==> src/rtl/int_stack_sequencer_pkg.sv <==
// Shared encodings for the stack sequencer: command opcodes, FSM states,
// sequence kinds and the default geometry of the stack and vector.
package int_stack_sequencer_pkg;

    localparam int DEF_PC_W    = 32;
    localparam int DEF_DATA_W  = 16;
    localparam int DEF_ADDR_W  = 11;
    localparam int DEF_FLAG_W  = 3;
    localparam int DEF_SP_INIT = 2047;
    localparam int DEF_INT_VEC = 0;

    typedef enum logic [1:0] {
        OP_NOP  = 2'b00,
        OP_CALL = 2'b01,
        OP_RET  = 2'b10,
        OP_RTI  = 2'b11
    } op_e;

    typedef enum logic [1:0] {
        K_CALL = 2'd0,
        K_RET  = 2'd1,
        K_RTI  = 2'd2,
        K_INT  = 2'd3
    } kind_e;

    typedef enum logic [3:0] {
        S_IDLE     = 4'd0,
        S_PUSH_PCH = 4'd1,
        S_PUSH_PCL = 4'd2,
        S_PUSH_FLG = 4'd3,
        S_POP_FLG  = 4'd4,
        S_POP_PCL  = 4'd5,
        S_POP_PCH  = 4'd6,
        S_VEC_H    = 4'd7,
        S_VEC_L    = 4'd8,
        S_LOAD     = 4'd9
    } state_e;

endpackage

==> src/rtl/int_stack_sequencer_sp_unit.sv <==
// Stack pointer register: one step up or down per completed transfer,
// exposing next-free (push) and top-of-stack (pop) addresses.
module int_stack_sequencer_sp_unit
    import int_stack_sequencer_pkg::*;
#(
    parameter int ADDR_W  = DEF_ADDR_W,
    parameter int SP_INIT = DEF_SP_INIT
) (
    input  logic              clk,
    input  logic              rst_n,
    input  logic              i_inc,
    input  logic              i_dec,
    output logic [ADDR_W-1:0] o_sp,
    output logic [ADDR_W-1:0] o_free,
    output logic [ADDR_W-1:0] o_top
);

    logic [ADDR_W-1:0] r_sp;

    always_ff @(posedge clk or negedge rst_n) begin
        if (!rst_n) begin
            r_sp <= ADDR_W'(SP_INIT);
        end else begin
            unique case (1'b1)
                i_inc:   r_sp <= r_sp + ADDR_W'(1);
                i_dec:   r_sp <= r_sp - ADDR_W'(1);
                default: r_sp <= r_sp;
            endcase
        end
    end

    // Wrap modulo 2^ADDR_W falls out of the fixed-width arithmetic.
    assign o_sp   = r_sp;
    assign o_free = r_sp;
    assign o_top  = r_sp + ADDR_W'(1);

endmodule

==> src/rtl/int_stack_sequencer.sv <==
// Multi-cycle CALL/RET/RTI/INT controller: owns SP, walks the stack one
// word per transfer and finishes with a PC (and for RTI, flags) load.
module int_stack_sequencer
    import int_stack_sequencer_pkg::*;
#(
    parameter int PC_W    = DEF_PC_W,
    parameter int DATA_W  = DEF_DATA_W,
    parameter int ADDR_W  = DEF_ADDR_W,
    parameter int FLAG_W  = DEF_FLAG_W,
    parameter int SP_INIT = DEF_SP_INIT,
    parameter int INT_VEC = DEF_INT_VEC
) (
    input  logic              clk,
    input  logic              rst_n,
    input  logic              INT,
    input  logic              cmd_valid,
    output logic              cmd_ready,
    input  logic [1:0]        cmd_op,
    input  logic [PC_W-1:0]   ret_pc,
    input  logic [PC_W-1:0]   call_tgt,
    input  logic [FLAG_W-1:0] flags_in,
    output logic              busy,
    output logic              pc_load,
    output logic [PC_W-1:0]   pc_value,
    output logic              flags_load,
    output logic [FLAG_W-1:0] flags_value,
    output logic              int_ack,
    output logic [ADDR_W-1:0] sp,
    output logic              mem_req,
    output logic              mem_we,
    output logic [ADDR_W-1:0] mem_addr,
    output logic [DATA_W-1:0] mem_wdata,
    input  logic [DATA_W-1:0] mem_rdata,
    input  logic              mem_ack
);

    state_e            r_state;
    state_e            w_next;
    kind_e             r_kind;
    kind_e             w_next_kind;
    logic              r_int_q;
    logic              r_int_pend;
    logic [PC_W-1:0]   r_ret_pc;
    logic [PC_W-1:0]   r_pc_tgt;
    logic [FLAG_W-1:0] r_flags_in;
    logic [FLAG_W-1:0] r_flags_pop;

    logic              w_idle;
    logic              w_load;
    logic              w_int_rise;
    logic              w_int_pend;
    logic              w_accept;
    logic              w_xfer;
    logic              w_sp_inc;
    logic              w_sp_dec;
    logic [ADDR_W-1:0] w_sp_free;
    logic [ADDR_W-1:0] w_sp_top;

    int_stack_sequencer_sp_unit #(
        .ADDR_W  (ADDR_W),
        .SP_INIT (SP_INIT)
    ) u_sp (
        .clk    (clk),
        .rst_n  (rst_n),
        .i_inc  (w_sp_inc),
        .i_dec  (w_sp_dec),
        .o_sp   (sp),
        .o_free (w_sp_free),
        .o_top  (w_sp_top)
    );

    // A same-cycle rising INT already outranks a waiting command.
    assign w_int_rise = INT && !r_int_q;
    assign w_int_pend = r_int_pend || w_int_rise;
    assign w_idle     = (r_state == S_IDLE);
    assign w_load     = (r_state == S_LOAD);
    assign cmd_ready  = w_idle && !w_int_pend;
    assign w_accept   = cmd_valid && cmd_ready;
    assign busy       = !w_idle || w_int_pend || w_accept;
    assign w_xfer     = mem_req && mem_ack;

    assign pc_load     = w_load;
    assign int_ack     = w_load && (r_kind == K_INT);
    assign flags_load  = w_load && (r_kind == K_RTI);
    assign pc_value    = w_load ? r_pc_tgt : '0;
    assign flags_value = flags_load ? r_flags_pop : '0;

    always_comb begin
        w_next      = r_state;
        w_next_kind = r_kind;
        unique case (r_state)
            S_IDLE: begin
                if (w_int_pend) begin
                    w_next      = S_PUSH_PCH;
                    w_next_kind = K_INT;
                end else if (cmd_valid) begin
                    unique case (cmd_op)
                        OP_CALL: begin
                            w_next      = S_PUSH_PCH;
                            w_next_kind = K_CALL;
                        end
                        OP_RET: begin
                            w_next      = S_POP_PCL;
                            w_next_kind = K_RET;
                        end
                        OP_RTI: begin
                            w_next      = S_POP_FLG;
                            w_next_kind = K_RTI;
                        end
                        default: w_next = S_IDLE;
                    endcase
                end
            end
            S_PUSH_PCH: if (w_xfer) w_next = S_PUSH_PCL;
            S_PUSH_PCL: begin
                if (w_xfer)
                    w_next = (r_kind == K_INT) ? S_PUSH_FLG : S_LOAD;
            end
            S_PUSH_FLG: if (w_xfer) w_next = S_VEC_H;
            S_VEC_H:    if (w_xfer) w_next = S_VEC_L;
            S_VEC_L:    if (w_xfer) w_next = S_LOAD;
            S_POP_FLG:  if (w_xfer) w_next = S_POP_PCL;
            S_POP_PCL:  if (w_xfer) w_next = S_POP_PCH;
            S_POP_PCH:  if (w_xfer) w_next = S_LOAD;
            S_LOAD:     w_next = S_IDLE;
            default:    w_next = S_IDLE;
        endcase
    end

    // Port fields come only from state and registers, so they hold while stalled.
    always_comb begin
        mem_req   = 1'b0;
        mem_we    = 1'b0;
        mem_addr  = '0;
        mem_wdata = '0;
        unique case (r_state)
            S_PUSH_PCH: begin
                mem_req   = 1'b1;
                mem_we    = 1'b1;
                mem_addr  = w_sp_free;
                mem_wdata = r_ret_pc[PC_W-1:DATA_W];
            end
            S_PUSH_PCL: begin
                mem_req   = 1'b1;
                mem_we    = 1'b1;
                mem_addr  = w_sp_free;
                mem_wdata = r_ret_pc[DATA_W-1:0];
            end
            S_PUSH_FLG: begin
                mem_req   = 1'b1;
                mem_we    = 1'b1;
                mem_addr  = w_sp_free;
                mem_wdata = DATA_W'(r_flags_in);
            end
            S_POP_FLG, S_POP_PCL, S_POP_PCH: begin
                mem_req  = 1'b1;
                mem_addr = w_sp_top;
            end
            S_VEC_H: begin
                mem_req  = 1'b1;
                mem_addr = ADDR_W'(INT_VEC);
            end
            S_VEC_L: begin
                mem_req  = 1'b1;
                mem_addr = ADDR_W'(INT_VEC) + ADDR_W'(1);
            end
            default: mem_req = 1'b0;
        endcase
    end

    assign w_sp_dec = w_xfer && mem_we;
    assign w_sp_inc = w_xfer && !mem_we
                   && (r_state != S_VEC_H) && (r_state != S_VEC_L);

    always_ff @(posedge clk or negedge rst_n) begin
        if (!rst_n) begin
            r_state     <= S_IDLE;
            r_kind      <= K_CALL;
            r_int_q     <= 1'b0;
            r_int_pend  <= 1'b0;
            r_ret_pc    <= '0;
            r_pc_tgt    <= '0;
            r_flags_in  <= '0;
            r_flags_pop <= '0;
        end else begin
            r_state    <= w_next;
            r_kind     <= w_next_kind;
            r_int_q    <= INT;
            r_int_pend <= int_ack ? 1'b0 : w_int_pend;
            if (w_idle && w_int_pend) begin
                r_ret_pc   <= ret_pc;
                r_flags_in <= flags_in;
            end else if (w_accept && (cmd_op == OP_CALL)) begin
                r_ret_pc <= ret_pc;
                r_pc_tgt <= call_tgt;
            end
            if (w_xfer && !mem_we) begin
                unique case (r_state)
                    S_POP_FLG:
                        r_flags_pop <= mem_rdata[FLAG_W-1:0];
                    S_POP_PCL, S_VEC_L:
                        r_pc_tgt[DATA_W-1:0] <= mem_rdata;
                    S_POP_PCH, S_VEC_H:
                        r_pc_tgt[PC_W-1:DATA_W] <= mem_rdata;
                    default: r_pc_tgt <= r_pc_tgt;
                endcase
            end
        end
    end

endmodule

==> config.mk <==
export PLATFORM = sky130hd
export DESIGN_NAME = int_stack_sequencer
export DESIGN_NICKNAME = d
export VERILOG_FILES = /design/src/rtl/int_stack_sequencer_pkg.sv /design/src/rtl/int_stack_sequencer_sp_unit.sv /design/src/rtl/int_stack_sequencer.sv
export SDC_FILE = /design/constraint.sdc
export NUM_CORES = 1
export LEC_CHECK = 0
export CAP_MARGIN = 15
export CORE_UTILIZATION = 49
export DETAILED_ROUTE_END_ITERATION = 6
export PLACE_DENSITY = 0.91
export SETUP_SLACK_MARGIN = 0.4
export SLEW_MARGIN = 20
export SYNTH_ARGS = -nofsm -noshare
export SYNTH_HDL_FRONTEND = slang
export SYNTH_SLANG_ARGS = --single-unit
export TNS_END_PERCENT = 5
==> constraint.sdc <==
create_clock -name clk -period 4.42 [get_ports clk]
set_input_delay 0.884 -clock clk [delete_from_list [all_inputs] [get_ports clk]]
set_output_delay 0.884 -clock clk [all_outputs]
set_load 0.01 [all_outputs]
==> summary.md, run 1 <==
| Metric | Value |
|---|---|
| Outcome | finished clean |
| # clock sinks | 89 |
| Vias per Instance | 5.55 |
| Area Overhead vs Synth | 39.7% |
| DR DRC count | 0 |
| Placed cell areas | approximately 6600 um^2 |
| CTS tree | built |
| Final instance area | 6830 um^2 |
| Pin count of the biggest net entering global routing | 90 |
| Final min period | 3650 ps |
| Leak | 2.65 nW |
| Syn Inst Count | 491 |
| Wire per inst | between 15 and 20 um |
| Unique masters post-synth | 47 |
| Setup slack, reg-to-reg | 1860 ps |
| Seq cells post-synth | 89 |
| Maxcap violations | 0 |
| Initial drt markers | 264 |
| Slew headroom | 0.355 |
| Setup violators final | 0 |
| Power density cells | 633 nW/um^2 |
| RSZ-0062 raised after global routing | no |
| Most frequent cells after synthesis | dfrtp_1 (78), nor2_1 (45), mux2_2 (41), and2_1 (39), nand2_1 (36) |
| Ant. Diodes | 0 |
| First-pass GRT wire length | just over 20 mm |
| Dominant cells by area after synthesis | dfrtp_1 (40%), mux2_2 (9.4%), mux2i_1 (6.6%) |
| Crit-path max FO | 7 |
| Overall Global Routing Usage | 0.259 |
| HPWL Detailed | 9.68 mm |
| Max Fclk | 0.274 GHz |
| Root Buffer Master | clkbuf_8 |
| Worst vdd ir | 365 uV |
| Pwr Total | 4.32 mW |
| # rows | 36 |
| Setup crit end kind | output port |
| CTS H-tree lvls | 3 |
| Fraction of registers with async set/reset | 1.00 |
| Synth top area share | 0.399 |
| Die H | just over 100 um |
| Die area | 10,400 um^2 |
| Synth warnings | 0 |
| Final period util | 0.827 |
| Die Width | 102 um |
| Io pins | 170 |
| Post-route ant nets | 0 |
| Gr ovfl total | 0 |
| Critical Path Start | INT |
| Worst hold start | u_sp.o_free[10]$_DFFE_PN1P_ |
| Pre-antenna DRT Iters | 5 |
| Synth Cell Area | between 4000 and 5000 um^2 |
| Hold_buf cts | 0 |
| Setup TNS | 0 ps |
| Drt total wl | 13.2 mm |
| Core ar. | 9730 um^2 |
| Initial antenna violation count | 0 |
| Initial core utilization | 0.502 |
| Final Skew | 11.4 ps |
| Final hold violations | 0 |
| IO Port Bufs | 169 |
| Slew Viols, Final | 0 |
| Most numerous cell in the Yosys netlist | dfrtp_1 |
| Main synth FF type | dfrtp_1 |
| Worst-Skew Late Latency | between 300 and 400 ps |
| Total CTS buffers | 9 |
| Vias | approximately 4,300 |
| Post-synth EDFFs | 0 |
| Clock Pin Slew Worst Setup and Hold Paths | 90 ps |
| Mapped Nets | 586 |
| Number of global-route vias before repair | 4,305 |
| Bufs on Longest Clock Path | 2 |
| Crit path required time | 3540 ps |
| Share of layout cells above drive strength 1 | 0.129 |
| Crit Path Category | input pin to output port |
| Startpoint Class | input pin |
| Synth area leader | dfrtp_1 |
| Actual slew at the worst max-slew pin | 965 ps |
| Reg2reg start | r_state[2]$_DFFE_PN0P_ |
| Nets | 735 |
| Worst EP arrival | about 2800 ps |
| Placer Congestion | around 0.93 |
| Sequential area share after synthesis | 0.459 |
| Syn Area/Cell | 9.95 um^2 |
| Min-delay worst type | register to register |
==> layout by cell type, fill, tap and decap left out, types with 2 or more instances in the layout <==
cell and count:
and2_1 39, clkbuf_8 9, buf_4 5, o32a_1 3, o22ai_1 4, inv_1 11
clkinvlp_4 2, nand3b_1 2, mux2i_1 32, xnor2_1 9, o31ai_1 5, ha_1 5
xor2_1 3, nor2b_1 3, a22o_1 14, a21oi_1 28, or2_2 3, dfrtp_1 78
nor3b_1 2, nand2_1 36, nor4_1 5, a31oi_1 3, nor2_1 45, clkinv_4 2
and3_1 3, o21ai_0 18, bufinv_16 2, nand3_1 9, mux2_2 41, a22oi_1 4
clkdlybuf4s50_1 168, nor3_1 6, dfstp_2 11, or3_1 2, o21ai_1 14
==> worst paths after layout <==
check / end / cells past startpoint
setup / recovery: busy / 5
hold / removal: u_sp.o_free[10]$_DFFE_PN1P_ / 1
setup reg to reg: r_pc_tgt[27]$_DFFE_PN0P_ / 6
hold reg to reg: u_sp.o_free[10]$_DFFE_PN1P_ / 1
max in group asynchronous: r_ret_pc[17]$_DFFE_PN0P_ / 1
min in group asynchronous: r_pc_tgt[6]$_DFFE_PN0P_ / 1
==> sequential cells by signal (all words and copies together) (netlist names) <==
signal       cells
r_pc_tgt        32
r_ret_pc        32
u_sp.o_free     11
r_state          4
r_flags_in       3
r_flags_pop      3
r_kind           2
r_int_pend       1
r_int_q          1
==> where the power goes <==
part	switching, mW	internal (mW)	leakage [nW]	total (mW)
combinational	0.984	1.12	1.51	2.10
sequential	0.356	1.25	1.03	1.60
clock	0.296	0.321	0.103	0.617
==> metrics by stage <==
stage | util | hold WS, ps | cells | setup WS [ps]
final | 0.702 | 511 | 778 | 766
after global routing | 0.702 | 526 | 778 | 584
after CTS | 0.701 | 513 | 778 | 597
after detailed placement | 0.678 | 494 | 762 | 770
after global placement | 0.678 | 482 | 762 | 806
after floorplan | - | 472 | 491 | 1680
==> critical path: stages <==
cell and delay, ps:
clkdlybuf4s50_1 440, nor2b_1 170, or4_4 490, or2_2 300, clkdlybuf4s50_1 480
==> layout make-up <==
class                      count  area, um^2
fill                         714        2900
multi-input combinational    354        2410
sequential                    89        2240
timing repair buffer         175        1750
tap                          133         166
clock buffer                  10         128
clock inverter                 6        92.6
inverter                      11        41.3
==> logic make-up after synthesis <==
| kind of cell | share of synthesized area |
|---|---|
| and+or+nand+nor | 0.167 |
| AOI/OAI and AO/OA | 0.128 |
| DFF | 0.459 |
| muxes | 0.160 |
| buffers and inverters | 0.0517 |
| xor gates and xnor gates | 0.0215 |
| adders and majority gates | 0.0128 |
==> routing by layer <==
metal / routed length, um / vias up / track usage
met5: 0 / - / 0
met1: 5090 / 2071 / 0.311
met4: 191 / 0 / 0.0835
met2: 6560 / 214 / 0.450
met3: 1320 / 20 / 0.0746
li1: - / 2014 / -
==> timing repair <==
| item | in CTS | in global routing |
|---|---|---|
| resized for setup | 0 | 1 |
| endpoints found under the setup margin | 0 | 11 |
| buffers inserted | 0 | 0 |
(Power assumes the default switching activity.)
==> run 2, diff against run 1 <==
CORE_UTILIZATION = 46   (was 49)
PLACE_DENSITY = 0.86   (was 0.91)
clock period = 3.82 ns   (was 4.42 ns; I/O delays follow)
==> run 2 against run 1 <==
Sequential cell count unchanged. Power up 15%. Via count down 2.8%. Highest routed layer unchanged. First-iteration DRC count down 33%. Non-clock buffer count up 3. Clock skew up 2.9 ps. Worst setup slack worse by 280 ps. Die area up 6.4%. Hold slack worse by 54 ps. Global-route usage down 1.8 points. Register-to-register slack worse by 760 ps. Final cell count up 0.77%.
==> summary.md, run 2 (synthesis results as in run 1) <==
| Metric | Value |
|---|---|
| CTS H-tree lvls | 3 (unchanged) |
| Placed cell areas | 6600 um^2 (about the same) |
| IO Port Bufs | 169 (unchanged) |
| Reg power frac | 0.371 (about the same) |
| Max layer used | met4 (unchanged) |
| Area Overhead vs Synth | 40.4% (was 39.7%) |
| Pin count of the biggest net entering global routing | 90 (unchanged) |
| Setup slack, reg-to-reg | 1100 ps (was 1860 ps) |
| Actual slew at the worst max-slew pin | 810 ps (was 965 ps) |
| # rows | 37 (was 36) |
| Initial drt markers | 178 (was 264) |
| Reg2Reg Capture Point | r_pc_tgt[20]$_DFFE_PN0P_ (was r_pc_tgt[27]$_DFFE_PN0P_) |
| Setup crit end kind | output port (unchanged) |
| Initial antenna violation count | 0 (unchanged) |
| Outcome | finished clean (unchanged) |
| Min-delay worst type | input pin to async pin (was register to register) |
| Final period util | 0.873 |
| Crit path required time | 3060 ps (was 3540 ps) |
| Overall Global Routing Usage | 0.242 (was 0.259) |
| Vias | 4,200 (was 4,319) |
| Drt total wl | 13.1 mm (was 13.2 mm) |
| Die area | 11,000 um^2 (was 10,400 um^2) |
| Gr ovfl total | 0 (unchanged) |
| Nets | 738 (was 735) |
| Initial core utilization | 0.473 (was 0.502) |
| Setup TNS | 0 ps (unchanged) |
| # clock sinks | 89 (unchanged) |
| Post-route ant nets | 0 (unchanged) |
| Vias per Instance | 5.36 (was 5.55) |
| Final min period | 3340 ps |
| Pwr Total | 4.97 mW (was 4.32 mW) |
| Worst EP arrival | 2570 ps (was 2770 ps) |
| Slew headroom | 0.460 (was 0.355) |
| Hold_buf cts | 0 (unchanged) |
| Ant. Diodes | 0 (unchanged) |
| Worst-Skew Late Latency | 360 ps (was 350 ps) |
| CTS tree | built (unchanged) |
| HPWL Detailed | 9.62 mm (was 9.68 mm) |
| Startpoint Class | input pin (unchanged) |
| Slew Viols, Final | 0 (unchanged) |
| FILL cells | 811 (was 714) |
| RSZ-0062 raised after global routing | yes (was no) |
| Clk pwr share | 0.135 (was 0.143) |
| Crit Path Category | input pin to output port (unchanged) |
| Core ar. | 10,300 um^2 (was 9730 um^2) |
| Pre-antenna DRT Iters | 4 (was 5) |
| Place WS | 363 ps (was 770 ps) |
| Power density cells | 725 nW/um^2 (was 633 nW/um^2) |
| Die H | 105 um (was 102 um) |
| Final std cells w/o fill | 784 (was 778) |
| Reg2reg path depth | 7 (was 6) |
| Die Width | 105 um (was 102 um) |
| Maxcap violations | 0 (unchanged) |
| Setup violators final | 0 (unchanged) |
| Final Skew | 14.3 ps (was 11.4 ps) |
| Reg2reg start | r_state[1]$_DFFE_PN0P_ (was r_state[2]$_DFFE_PN0P_) |
| Crit-path max FO | 3 (was 7) |
| Worst setup margin | 483 ps (was 766 ps) |
| Placer Congestion | 0.914 (was 0.930) |
| Met3 routed wirelength | 1.06 mm (was 1.32 mm) |
| P_sw | 1.89 mW (was 1.64 mW) |
| Io pins | 170 (unchanged) |
| Int Pwr | 3.09 mW (was 2.68 mW) |
| Cell count after placement | 767 (was 762) |
| Met2 Wirelength | 6.40 mm (was 6.56 mm) |
| Combinational Power Share | 0.494 (was 0.486) |
| Clock Pin Slew Worst Setup and Hold Paths | 80 ps (was 90 ps) |
| Share of layout cells above drive strength 1 | 0.148 (was 0.129) |
| First-pass GRT wire length | 21.0 mm (was 20.6 mm) |
| Worst vdd ir | 439 uV (was 365 uV) |
| M1 WL | 5.46 mm (was 5.09 mm) |
| Final instance area | 6860 um^2 (was 6830 um^2) |
| Leak | 2.65 nW (about the same) |
| Root Buffer Master | clkbuf_8 (unchanged) |
| Most frequent cells in the layout | clkdlybuf4s50_1 (167), dfrtp_1 (75), nor2_1 (43), mux2_2 (41), and2_1 (39) (was clkdlybuf4s50_1 (168), dfrtp_1 (78), nor2_1 (45), mux2_2 (41), and2_1 (39)) |
| Bufs on Longest Clock Path | 2 (unchanged) |
| Switching Fraction | 0.379 (about the same) |
| Total CTS buffers | 9 (unchanged) |
| DR DRC count | 0 (unchanged) |
| Max Fclk | 0.300 GHz |
| Most common cell after layout, fill and taps aside | clkdlybuf4s50_1 (unchanged) |
| Wire per inst | 16.6 um (was 16.9 um) |
| Number of global-route vias before repair | 4,295 (was 4,305) |
| Final hold violations | 0 (unchanged) |
-- run 2: through the flow --
stage | hold WS [ps] | util
CTS | 515 | 0.661
global route | 517 | 0.665
finish | 457 | 0.665
floorplan | 468 | -
detailed placement | 494 | 0.640
global placement | 487 | 0.640
-- run 2: worst max-delay path by stage --
stage	startpoint	end	slack, ps
floorplan	r_state[3]$_DFFE_PN0P_	mem_addr[7]	1260
global placement	INT	busy	380
finish	INT	cmd_ready	480
CTS	u_sp.o_free[1]$_DFFE_PN1P_	mem_addr[10]	360
global route	u_sp.o_free[1]$_DFFE_PN1P_	mem_addr[8]	390
detailed placement	INT	busy	360
-- run 2: final cells by class --
| class | instances | area, um^2 | area share |
|---|---|---|---|
| repair buffers | 178 | 1760 | 0.256 |
| inverters | 11 | 41.3 | 0.00602 |
| multi-input cells | 354 | 2440 | 0.356 |
| clock buffers | 11 | 141 | 0.0206 |
| well taps | 136 | 170 | 0.0248 |
| flip-flops and latches | 89 | 2240 | 0.327 |
| clock inverters | 5 | 62.6 | 0.00912 |
-- run 2: critical path: stages --
cell             delay [ps]
clkdlybuf4s50_1         470
nor2b_1                 180
or4_4                   560
inv_1                    70
clkdlybuf4s50_1         530
-- run 2: power by group through the flow --
stage	registers, mW	logic, mW	clock network [mW]
after floorplan	1.66	1.60	0
after global placement	1.81	2.36	0
after detailed placement	1.84	2.43	0
after CTS	1.83	2.45	0.687
after global routing	1.91	2.69	0.723
final	1.84	2.45	0.672
-- run 2: metal layers --
metal | global-route usage | up-vias
met5 | 0 | -
met4 | 0.0553 | 0
met1 | 0.290 | 2004
li1 | - | 2014
met3 | 0.0817 | 10
met2 | 0.418 | 172
-- run 2: what timing repair did --
item,CTS,global route
pin swaps,1,0
setup buffers,1,0
setup endpoints to repair,39,41
hold endpoints to repair,0,0
gates resized for setup,4,10
